File: src/rtl/hazard_unit_mc_pkg.sv
// Shared encodings for the multi-cycle hazard unit: forward selects and PCSrc values.
package hazard_unit_mc_pkg;

  localparam logic [1:0] FWD_RF = 2'b00;
  localparam logic [1:0] FWD_W  = 2'b01;
  localparam logic [1:0] FWD_M  = 2'b10;

  typedef enum logic [1:0] {
    PC_SEQ    = 2'b00,
    PC_BRANCH = 2'b01,
    PC_JUMP   = 2'b10,
    PC_JALR   = 2'b11
  } pcsrc_e;

  // The M stage holds the younger result, so it takes precedence over W.
  function automatic logic [1:0] fwd_pick(input logic hit_m, input logic hit_w);
    if (hit_m) begin
      return FWD_M;
    end else if (hit_w) begin
      return FWD_W;
    end else begin
      return FWD_RF;
    end
  endfunction

endpackage

File: src/rtl/hazard_mc_counter.sv
// Busy counter for the multi-cycle execute unit; drives McBusy and the E-stage hold request.
module hazard_mc_counter #(
  parameter int MC_LAT = 4,
  parameter int CNT_W  = 3
) (
  input  logic clk,
  input  logic rst_n,
  input  logic mc_start,
  input  logic mem_wait,
  output logic mc_busy,
  output logic mc_hold
);

  localparam logic [CNT_W-1:0] CNT_ZERO = {CNT_W{1'b0}};
  localparam logic [CNT_W-1:0] CNT_ONE  = CNT_W'(1);
  localparam logic [CNT_W-1:0] CNT_LOAD = CNT_W'(MC_LAT - 1);

  logic [CNT_W-1:0] cnt;
  // done marks an op that finished while memory held E, so the still-asserted
  // McStartE is not mistaken for a new op once the memory wait clears.
  logic             done;

  // Count down the op latency and track completion under a memory stall.
  always_ff @(posedge clk or negedge rst_n) begin
    if (!rst_n) begin
      cnt  <= CNT_ZERO;
      done <= 1'b0;
    end else begin
      if (cnt != CNT_ZERO) begin
        cnt <= cnt - CNT_ONE;
      end else if (mc_start && !done) begin
        cnt <= CNT_LOAD;
      end else begin
        cnt <= cnt;
      end

      if ((cnt == CNT_ONE) && mem_wait) begin
        done <= 1'b1;
      end else if (!mem_wait) begin
        done <= 1'b0;
      end else begin
        done <= done;
      end
    end
  end

  assign mc_busy = (cnt != CNT_ZERO);
  assign mc_hold = (mc_start && (cnt == CNT_ZERO) && !done) || (cnt > CNT_ONE);

endmodule

File: src/rtl/hazard_unit_mc.sv
// Five-stage hazard unit with multi-cycle execute, variable-latency memory and deferred branch flush.
// Optional performance counters are enabled with the HAZARD_PERF_EN macro.
module hazard_unit_mc
  import hazard_unit_mc_pkg::*;
#(
  parameter int REG_AW = 5,
  parameter int MC_LAT = 4,
  parameter int CNT_W  = 3,
  parameter int PERF_W = 32
) (
  input  logic              clk,
  input  logic              rst_n,
  input  logic [REG_AW-1:0] Rs1D,
  input  logic [REG_AW-1:0] Rs2D,
  input  logic [REG_AW-1:0] Rs1E,
  input  logic [REG_AW-1:0] Rs2E,
  input  logic [REG_AW-1:0] RdE,
  input  logic [REG_AW-1:0] RdM,
  input  logic [REG_AW-1:0] RdW,
  input  logic              LoadE,
  input  logic              RegWriteM,
  input  logic              RegWriteW,
  input  logic [1:0]        PCSrcE,
  input  logic              McStartE,
  input  logic              MemReqM,
  input  logic              MemReadyM,
  output logic              StallF,
  output logic              StallD,
  output logic              StallE,
  output logic              StallM,
  output logic              FlushD,
  output logic              FlushE,
  output logic              FlushW,
  output logic [1:0]        ForwardAE,
  output logic [1:0]        ForwardBE,
`ifdef HAZARD_PERF_EN
  output logic [PERF_W-1:0] PerfStallCnt,
  output logic [PERF_W-1:0] PerfFlushCnt,
`endif
  output logic              McBusy
);

  localparam logic [REG_AW-1:0] REG_ZERO = {REG_AW{1'b0}};

  logic mem_wait;
  logic lw_stall;
  logic mc_hold;
  logic branch;

  hazard_mc_counter #(
    .MC_LAT (MC_LAT),
    .CNT_W  (CNT_W)
  ) u_mc_counter (
    .clk      (clk),
    .rst_n    (rst_n),
    .mc_start (McStartE),
    .mem_wait (mem_wait),
    .mc_busy  (McBusy),
    .mc_hold  (mc_hold)
  );

  // Operand forwarding from M or W into the E-stage sources.
  always_comb begin
    ForwardAE = fwd_pick(RegWriteM && (Rs1E == RdM) && (Rs1E != REG_ZERO),
                         RegWriteW && (Rs1E == RdW) && (Rs1E != REG_ZERO));
    ForwardBE = fwd_pick(RegWriteM && (Rs2E == RdM) && (Rs2E != REG_ZERO),
                         RegWriteW && (Rs2E == RdW) && (Rs2E != REG_ZERO));
  end

  assign mem_wait = MemReqM && !MemReadyM;
  assign lw_stall = LoadE && (RdE != REG_ZERO) && ((Rs1D == RdE) || (Rs2D == RdE));
  assign branch   = (PCSrcE != PC_SEQ);

  // Stall priority memory > multi-cycle > load-use; branch flush only when E moves.
  always_comb begin
    StallF = 1'b0;
    StallD = 1'b0;
    StallE = 1'b0;
    StallM = 1'b0;
    FlushD = 1'b0;
    FlushE = 1'b0;
    FlushW = 1'b0;
    if (mem_wait) begin
      StallF = 1'b1;
      StallD = 1'b1;
      StallE = 1'b1;
      StallM = 1'b1;
      FlushW = 1'b1;
    end else if (mc_hold) begin
      StallF = 1'b1;
      StallD = 1'b1;
      StallE = 1'b1;
    end else if (lw_stall) begin
      StallF = 1'b1;
      StallD = 1'b1;
      FlushE = 1'b1;
    end else begin
      StallF = 1'b0;
    end
    // A held E keeps PCSrcE alive, so the redirect simply waits for E to move.
    if (branch && !StallE) begin
      FlushD = 1'b1;
      FlushE = 1'b1;
    end else begin
      FlushD = FlushD;
    end
  end

`ifdef HAZARD_PERF_EN
  // Saturating counts of fetch-stall and decode-flush cycles.
  always_ff @(posedge clk or negedge rst_n) begin
    if (!rst_n) begin
      PerfStallCnt <= {PERF_W{1'b0}};
      PerfFlushCnt <= {PERF_W{1'b0}};
    end else begin
      if (StallF && (PerfStallCnt != {PERF_W{1'b1}})) begin
        PerfStallCnt <= PerfStallCnt + PERF_W'(1);
      end else begin
        PerfStallCnt <= PerfStallCnt;
      end
      if (FlushD && (PerfFlushCnt != {PERF_W{1'b1}})) begin
        PerfFlushCnt <= PerfFlushCnt + PERF_W'(1);
      end else begin
        PerfFlushCnt <= PerfFlushCnt;
      end
    end
  end
`endif

endmodule

File: config.mk
export PLATFORM = sky130hd
export DESIGN_NAME = hazard_unit_mc
export DESIGN_NICKNAME = d
export VERILOG_FILES = /design/src/rtl/hazard_unit_mc_pkg.sv /design/src/rtl/hazard_mc_counter.sv /design/src/rtl/hazard_unit_mc.sv
export SDC_FILE = /design/constraint.sdc
export NUM_CORES = 1
export LEC_CHECK = 0
export ABC_AREA = 1
export CAP_MARGIN = 20
export CORE_MARGIN = 3
export CORE_UTILIZATION = 35
export DETAILED_ROUTE_END_ITERATION = 16
export PLACE_DENSITY = 0.8
export REMOVE_ABC_BUFFERS = 1
export SLEW_MARGIN = 20
export SYNTH_ARGS = -nofsm -noshare
export SYNTH_HDL_FRONTEND = slang
export SYNTH_SLANG_ARGS = --single-unit
File: constraint.sdc
create_clock -name clk -period 1.5 [get_ports clk]
set_input_delay 0.15 -clock clk [delete_from_list [all_inputs] [get_ports clk]]
set_output_delay 0.15 -clock clk [all_outputs]
set_load 0.02 [all_outputs]
* After elaboration in Yosys (flattened, before gate mapping) *
Index checks and enable logic that the tools add are counted.

word-level totals
  register bits after elaboration = 4
  logic and storage cells = 58
  output and inout port bits = 12

cells by class
  magnitude comparators = 1
  add/subtract/negate cells = 1
  muxes and demuxes = 18
  reductions and logical operators = 28
  eq/ne operators = 8

operators with widths
  operator                                                       count
  == test 5 bit                                                  6
  logical AND 1 bit                                              16
  nonzero test 5 bit                                             3
  2-to-1 mux 1 bit                                               14
  2-to-1 mux 3 bit                                               2
  2-to-1 mux 2 bit                                               2
  nonzero test 2 bit                                             2
  == test 3 x 1 -> 1 bit, second input constant                  1
  greater-than comparator 3 x 1 -> 1 bit, second input constant  1
  zero test 1 bit                                                3
  zero test 3 bit                                                1
  nonzero test 3 bit                                             1
  subtractor 3 x 1 -> 3 bit, second input constant               1
  logical OR 1 bit                                               2
  inequality test 2 bit, second input constant                   1

* Depth between registers and ports, before layout *
Gate-level depths: netlist of the first run.

  depth in word-level cells = 9
  mapped depth = 9
  depth with buffers taken out = 8

* Modules after synthesis *
A second synthesis of the first run with hierarchy kept.

unflattened totals
  cells, all modules = 154
  area, all modules = 818.3 µm²

by module, submodules not included
  module             sequential area each (µm²)  area each (µm²)  times used  cells each
  hazard_unit_mc     0.0                         575.6            1           124
  hazard_mc_counter  100.1                       242.7            1           30

* Least setup slack after synthesis of the first run *
Ideal clock, no wire load.

  path kind = flip-flop to output port
  start = register u_mc_counter.cnt[0]
  end = output port FlushD
  buffers on the path = 0
  path slack = -0.089 ns
  required time = 1.350 ns
  arrival = 1.439 ns
  cell stages (with the launch flop) = 8
  path through = dfrtp_1 inv_1 ha_1 nand2_2 o22ai_1 nor2_1 inv_1 nor2_1

on the way
  word-level cells in the longest chain between the ends = 9
  elaborated cells on any way between the ends = 10
  classes of those cells = order compare (1); mux (3); reduce/logical (6)

RTL lines
  item                                                                            line                     RTL
  from (decl)                                                                     hazard_mc_counter.sv:18  logic [CNT_W-1:0] cnt;
  from (signal assigned)                                                          hazard_mc_counter.sv:30  cnt <= cnt - CNT_ONE;
  from (signal assigned)                                                          hazard_mc_counter.sv:34  cnt <= cnt;
  branches (longest 3 deep; another with greater-than comparator 3 x 1 -> 1 bit)  n/a
  logical OR 1 bit *                                                              hazard_mc_counter.sv:48  assign mc_hold = (mc_start && (cnt == CNT_ZERO) && !done) || (cnt > CNT_ONE);
  2-to-1 mux 1 bit *                                                              hazard_unit_mc.sv:89     end else if (mc_hold) begin
  2-to-1 mux 1 bit *                                                              hazard_unit_mc.sv:83     if (mem_wait) begin
  named net StallE                                                                hazard_unit_mc.sv:29     output logic StallE,
  zero test 1 bit *                                                               hazard_unit_mc.sv:101    if (branch && !StallE) begin
  logical AND 1 bit *                                                             hazard_unit_mc.sv:101
  2-to-1 mux 1 bit *                                                              hazard_unit_mc.sv:101
  to (decl)                                                                       hazard_unit_mc.sv:31     output logic FlushD,

Mark *: on every way through the listed nets, which the timed path passes.

* Worst setup path in the final report of the first run *
  start = register u_mc_counter.cnt[0]
  end = output port StallD

on the way
  word-level cells in the longest chain between the ends = 6
  elaborated cells on any way between the ends = 7
  classes of those cells = order compare (1); mux (2); reduce/logical (4)

RTL lines
  item                                                                            line                     RTL
  branches (longest 3 deep; another with greater-than comparator 3 x 1 -> 1 bit)  n/a
  logical OR 1 bit *                                                              hazard_mc_counter.sv:48
  2-to-1 mux 1 bit *                                                              hazard_unit_mc.sv:89
  2-to-1 mux 1 bit *                                                              hazard_unit_mc.sv:83
  to (decl)                                                                       hazard_unit_mc.sv:28     output logic StallD,

Every way passes the cells marked *.

==> flow_summary_export.csv, run 1 <==
group,metric,value,unit
global_route,grt_max_degree,6,
final_layout,layout.nets,272,
worst_setup_path,rrSetupSlack,0.15,ns
worst_setup_path,worst_setup_path_end_kind,"output pin",
final_layout,areaGrowthSynthToFinish,99.4,%
power_and_ir_drop,power_leakage,0.917,nW
floorplanning,die_y,54.2,um
synthesis,ys_top_cells_by_count,"nand2_1 (36), inv_1 (34), nor2_1 (20)",
place,io_buffers,56,
synthesis,synth_area,815,um2
worst_setup_path,cp_top_family,"flip-flops",
drt,via_per_inst,4.78,
final_layout,n_antenna_cell,0,
drt,drtAntennaViolNets,0,
synthesis,ys_types,26,
synthesis,synth_edf_count,0,
timing,fmaxAchievable,589,MHz
floorplanning,ioPinCount,57,
final_layout,multi_input_area,642,um2
floorplanning,core_area,0.00208,mm2
worst_setup_path,crit_required,1.35,ns
run,maxCapViolations,0,
synthesis,ys_seq_area_frac,0.123,
floorplanning,die_w,54.2,um
timing,tns,-0.910,ns
drt,vias,1191,
clock_network,ctsLongestPathBuffers,2,
place,gp_congestion,0.780,
synthesis,synth-seq-cells,4,
clock_network,numCtsBuffers,3,
timing,skew,0.000617,ns
global_route,grt_pass1_wl,4790,um
clock_network,cts_root_buf,"clkbuf_4",
power_and_ir_drop,max-vdd-ir-drop,1.24,mV
synthesis,syn_avg_cell_area,5.50,um2
drt,first_pass_iters,4,
worst_setup_path,cp_data_arrival_time,1.55,ns
synthesis,yosysWarnings,0,
worst_setup_path,start_kind,"flop",
final_layout,regArea,101,um2
timing,final-hold-violation-count,0,
power_and_ir_drop,power_density,970,mW/mm2
drt,routed_wl,3200,um
final_layout,drive_gt1_frac,0.270,
timing,slew_headroom,0.815,
timing,setup_viol,5,
worst_setup_path,worstSetupPathType,"reg -> out",
timing,min_period,1.70,ns
worst_hold_path,hp-class,"in -> async",
power_and_ir_drop,total_power,0.00158,W
timing,rsz0062_at_grt,"yes",
drt,drt_iter0_markers,19,
synthesis,yosysMostFrequentCell,"nand2_1",
timing,final.setup.worst_slack,-0.199,ns
timing,min_period_over_period,1.13,
floorplanning,die_area,0.00294,mm2
synthesis,postSynthCellCount,148,
global_route,grt-ovfl-total,0,
synthesis,synth_top_area_frac,0.166,
clock_network,clk_pin_slew,0.04,ns
run_status,violations,"negative setup slack",
global_route,antenna_found_initial,0,
drt,route.detailed.drc,0,
drt,wl_per_cell,12.9,um
clock_network,htree_levels,1,
synthesis,async_reset_ff_frac,1.00,
worst_setup_path,critPathMaxStageDelay,0.44,ns
global_route,grtUsageTotal,0.220,
timing,worst_pin_slew,0.277,ns
worst_setup_path,cp_slowest_cell,"dfrtp_2",
synthesis,synthFlopType,"dfrtp_1",
timing,slew_viol_final,0,
synthesis,ys_top_cells_by_area,"nand2_1 (17%), inv_1 (16%), dfrtp_1 (12%)",
clock_network,cts_tree,"yes",
clock_network,cts.sinks,4,
global_route,grt_pass1_vias,1168,
floorplanning,rows,16,
clock_network,clk_latency,0.24,ns
worst_setup_path,path_cells,"inv_2, ha_2, nand2_2, o22ai_2, nor2_2, buf_4, nand2_4, buf_6",
worst_setup_path,worst-path-max-fanout,3,
floorplanning,start_util,0.391,
worst_setup_path,path_buf_inv,3,
synthesis,synth_area_leader_cell,"nand2_1",
place,dpl.hpwl,2400,um
final_layout,fillers,165,
run_status,status,"complete, but fails checks",
[worst register-to-register path: cells and delay by family, from the launching register on]
kind / cells / cell delay (ns)
DFF: 1 / 0.44
buffers and inverters: 4 / 0.43
adders and majority gates: 1 / 0.17
AOI/OAI and AO/OA: 1 / 0.16
and+or+nand+nor: 1 / 0.04
[cell usage in the layout, fill, tap and decap left out, drive strengths merged]
master and n:
o21a 1, nor4 1, nand2b 1, o22ai 4
nor2 20, o2111ai 1, o21ai 4, a211oi 2
xor2 4, nand3 5, clkdlybuf4s15 1, a21oi 7
clkdlybuf4s50 25, ha 3, or2 3, xnor2 6
buf 27, dfrtp 4, nand3b 1, dlymetal6s2s 10
clkbuf 3, dlygate4sd2 10, nor3 3, nand2 38
o211ai 1, inv 35, nand4 2
[report_power, final]
group          switching (W)  leakage, nW  internal, W
Clock              0.0000452       0.0138    0.0000896
Combinational       0.000570        0.855     0.000655
Sequential         0.0000563       0.0484     0.000159
[sequential cells by signal, summed over array words and instances (netlist names)]
signal / flops
u_mc_counter.cnt: 3
u_mc_counter.done: 1
[routing by layer]
metal / share of wire / track usage / vias to the layer above
met3: 0.073 / 0.0463 / 6
met1: 0.38 / 0.230 / 535
met5: 0 / 0 / -
met4: 0.018 / 0.0498 / 0
li1: - / - / 602
met2: 0.53 / 0.438 / 48
[kinds of logic (layout without fill, tap and decap cells)]
group                      after synthesis  in the layout  synth area share
and+or+nand+nor                         74             74             0.393
buffers and inverters                   37            111             0.180
AOI/OAI and AO/OA                       20             20             0.151
xor gates and xnor gates                10             10             0.108
DFF                                      4              4             0.123
adders and majority gates                3              3            0.0461
[timing repair]
action,CTS,global route
pin swaps,8,7
endpoints found under the setup margin,12,11
cloned,0,0
gates resized for setup,79,24
endpoints found under the hold margin,0,0
setup buffers,6,1
hold buffers,0,0
[path summary, 6_finish.rpt]
path,end,startpoint,depth (start not counted)
min reg2reg,u_mc_counter.done$_DFFE_PN0P_,u_mc_counter.done$_DFFE_PN0P_,1
min in group clk,u_mc_counter.done$_DFFE_PN0P_,u_mc_counter.done$_DFFE_PN0P_,1
max in group asynchronous,u_mc_counter.cnt[0]$_DFFE_PN0P_,rst_n,1
min,u_mc_counter.done$_DFFE_PN0P_,rst_n,1
max,StallD,u_mc_counter.cnt[0]$_DFFE_PN0P_,8
max reg2reg,u_mc_counter.done$_DFFE_PN0P_,u_mc_counter.cnt[0]$_DFFE_PN0P_,7
[through the flow]
stage          cells  setup slack, ns  hold slack [ns]  utilization  area [um2]
3_5_place_dp     240           -0.574            0.376        0.709        1480
4_1_cts          248           -0.210            0.120        0.745        1550
6_report         249           -0.199            0.130        0.780        1620
5_1_grt          249           -0.284            0.138        0.780        1620
2_1_floorplan    146          -0.0923           -0.146            -         800
3_3_place_gp     240           -0.510            0.373        0.709        1480
[final cells by class]
type                            count  area share
Sequential cell                     4      0.0624
Tap cell                           27      0.0208
Inverter                           35      0.0809
Timing Repair Buffer               73       0.427
Multi-Input combinational cell    107       0.395
Clock buffer                        3      0.0139
(Power assumes the default switching activity.)
==> run 2, diff against run 1 <==
--- a/config.mk
+++ b/config.mk
@@ -8,9 +8,9 @@
 export ABC_AREA = 1
 export CAP_MARGIN = 20
 export CORE_MARGIN = 3
-export CORE_UTILIZATION = 35
+export CORE_UTILIZATION = 38
 export DETAILED_ROUTE_END_ITERATION = 16
-export PLACE_DENSITY = 0.8
+export PLACE_DENSITY = 0.86
 export REMOVE_ABC_BUFFERS = 1
 export SLEW_MARGIN = 20
 export SYNTH_ARGS = -nofsm -noshare
==> constraint.sdc (replaced) <==
create_clock -name clk -period 2.21 [get_ports clk]
set_input_delay 0.221 -clock clk [delete_from_list [all_inputs] [get_ports clk]]
set_output_delay 0.221 -clock clk [all_outputs]
set_load 0.02 [all_outputs]
==> run 2 against run 1 <==
- the flow now finishes without violations
- global-route usage is 4.1 points lower
- core utilization is 7.3 points lower
- non-clock buffer count is 17 lower
- critical path depth is 2 lower
- combinational power is 58% lower
- clock-buffer cell count stayed put
- die area is 7.0% lower
- total power is 53% lower
- final cell count is 6.8% lower
- hold slack better by 0.057 ns
- critical path type is now in -> out
- critical endpoint is now ForwardBE[1]
==> flow_summary_export.csv, run 2 (same netlist as run 1, synthesis figures left out) <==
group,metric,value,unit
worst_setup_path,worst_setup_path_end_kind,"output pin",
floorplanning,rows,16,
final_layout,regArea,100,um2
worst_setup_path,worstSetupPathType,"in -> out",
clock_network,cts_root_buf,"clkbuf_4",
clock_network,numCtsBuffers,3,
global_route,grtUsageTotal,0.179,
drt,first_pass_iters,4,
floorplanning,start_util,0.407,
final_layout,final_cell_mix,"clkdlybuf4s50_1 (49), nand2_1 (36), inv_1 (34)",
clock_network,clk_pin_slew,0.04,ns
drt,routed_wl,2420,um
floorplanning,ioPinCount,57,
global_route,grt_max_degree,6,
power_and_ir_drop,power_leakage,0.747,nW
drt,wl_per_cell,10.4,um
worst_setup_path,cp_data_arrival_time,1.85,ns
worst_setup_path,path_cells,"clkdlybuf4s50_1, o22ai_1, nor2_1, nand3_1, nor2_1, clkdlybuf4s50_1",
timing,final.setup.worst_slack,0.138,ns
power_and_ir_drop,max-vdd-ir-drop,0.628,mV
global_route,grt-ovfl-total,0,
floorplanning,die_w,52.3,um
drt,via_per_inst,4.67,
worst_setup_path,critPathMaxStageDelay,0.62,ns
timing,fmaxAchievable,483,MHz
global_route,antenna_found_initial,0,
final_layout,fillers,180,
timing,worst_pin_slew,0.245,ns
worst_setup_path,path_buf_inv,2,
timing,tns,0,ns
final_layout,n_antenna_cell,0,
worst_hold_path,hp-class,"in -> async",
final_layout,multi_input_area,568,um2
final_layout,drive_gt1_frac,0.0488,
drt,drtAntennaViolNets,0,
power_and_ir_drop,power_density,519,mW/mm2
final_layout,largest_reg_flops,3,
timing,min_period,2.07,ns
global_route,grt_pass1_vias,1004,
worst_setup_path,cp_slowest_cell,"clkdlybuf4s50_1",
run,maxCapViolations,0,
run_status,status,"complete, no violations",
worst_setup_path,crit_required,1.99,ns
worst_setup_path,cp_top_family,"buffers and inverters",
clock_network,cts_tree,"yes",
clock_network,htree_levels,1,
timing,setup_viol,0,
clock_network,ctsLongestPathBuffers,2,
worst_setup_path,rrSetupSlack,0.98,ns
clock_network,post_cts_buffers,0,
final_layout,layout.nets,255,
floorplanning,core_area,0.00200,mm2
final_layout,areaGrowthSynthToFinish,73.7,%
place,io_buffers,56,
clock_network,clk_latency,0.24,ns
timing,rsz0062_at_grt,"no",
floorplanning,die_y,52.3,um
timing,skew,0.00282,ns
timing,final-hold-violation-count,0,
timing,slew_viol_final,0,
final_layout,utilization,0.707,
place,gp_congestion,0.790,
timing,min_period_over_period,0.938,
floorplanning,die_area,0.00273,mm2
final_layout,regMostFlops,"u_mc_counter.cnt",
final_layout,layout_commonest_cell,"clkdlybuf4s50_1",
drt,vias,1084,
drt,drt_iter0_markers,16,
timing,slew_headroom,0.835,
worst_setup_path,start_kind,"primary input",
clock_network,cts-hold-fix-buffers,0,
final_layout,top_regs,"u_mc_counter.cnt: 3 flops, u_mc_counter.done: 1 flops",
global_route,grt_pass1_wl,3780,um
place,pre_cts_slack,0.0287,ns
drt,route.detailed.drc,0,
place,dpl.hpwl,2090,um
worst_setup_path,worst-path-max-fanout,5,
clock_network,cts.sinks,4,
-- run 2: cell types whose count changed in the layout (fill, tap and decap cells not counted), moves of 6 or more --
| cell | change |
|---|---|
| buf_6 | -6 |
| buf_4 | -19 |
| inv_1 | +9 |
| dlymetal6s2s_1 | -8 |
| inv_2 | -9 |
| clkdlybuf4s50_1 | +24 |
-- run 2: repair_timing --
item / CTS / global route
resized for setup: 5 / 2
endpoints found under the setup margin: 5 / 2
pin swaps: 0 / 0
-- run 2: area by class of cell --
type,instances,area share
Multi-Input combinational cell,107,0.401
Timing Repair Buffer,56,0.395
Inverter,35,0.0928
Sequential cell,4,0.0707
Tap cell,27,0.0239
Clock buffer,3,0.0159
-- run 2: worst paths after layout --
check	start	to	cells past startpoint
max	Rs2E[3]	ForwardBE[1]	6
min	rst_n	u_mc_counter.cnt[2]$_DFFE_PN0P_	1
max reg2reg	u_mc_counter.cnt[0]$_DFFE_PN0P_	u_mc_counter.cnt[0]$_DFFE_PN0P_	7
min reg2reg	u_mc_counter.done$_DFFE_PN0P_	u_mc_counter.done$_DFFE_PN0P_	1
max in group asynchronous	rst_n	u_mc_counter.cnt[0]$_DFFE_PN0P_	1
min in group clk	u_mc_counter.done$_DFFE_PN0P_	u_mc_counter.done$_DFFE_PN0P_	1
-- run 2: power by group --
group	total, W	switching, W	leakage, nW	internal (W)
logic	0.000513	0.000280	0.684	0.000233
clock network	0.0000913	0.0000306	0.0138	0.0000607
registers	0.000130	0.0000238	0.0494	0.000106
total	0.000734	0.000335	0.747	0.000400
-- run 2: worst reg2reg max path, cell delays in order, from the launching register on --
cell and delay, ns:
dfrtp_1 0.39, inv_1 0.12, ha_1 0.20, nand2_2 0.09, inv_1 0.06, nand2_1 0.08, nand2_1 0.08, o21ai_0 0.09
-- run 2: layer usage --
metal | part of all wire | GRT usage
met2 | 0.51 | 0.351
met3 | 0.091 | 0.0484
met1 | 0.39 | 0.180
met5 | 0 | 0
met4 | 0.011 | 0.0511
-- run 2: per-stage QoR --
| stage | instance area, um2 | power, W | std cells | hold slack, ns |
|---|---|---|---|---|
| floorplan | 800 | 0.000420 | 146 | -0.0746 |
| global placement | 1390 | 0.000661 | 229 | 0.438 |
| detailed placement | 1390 | 0.000675 | 229 | 0.444 |
| CTS | 1410 | 0.000740 | 232 | 0.190 |
| global route | 1420 | 0.000799 | 232 | 0.184 |
| finish | 1420 | 0.000734 | 232 | 0.186 |
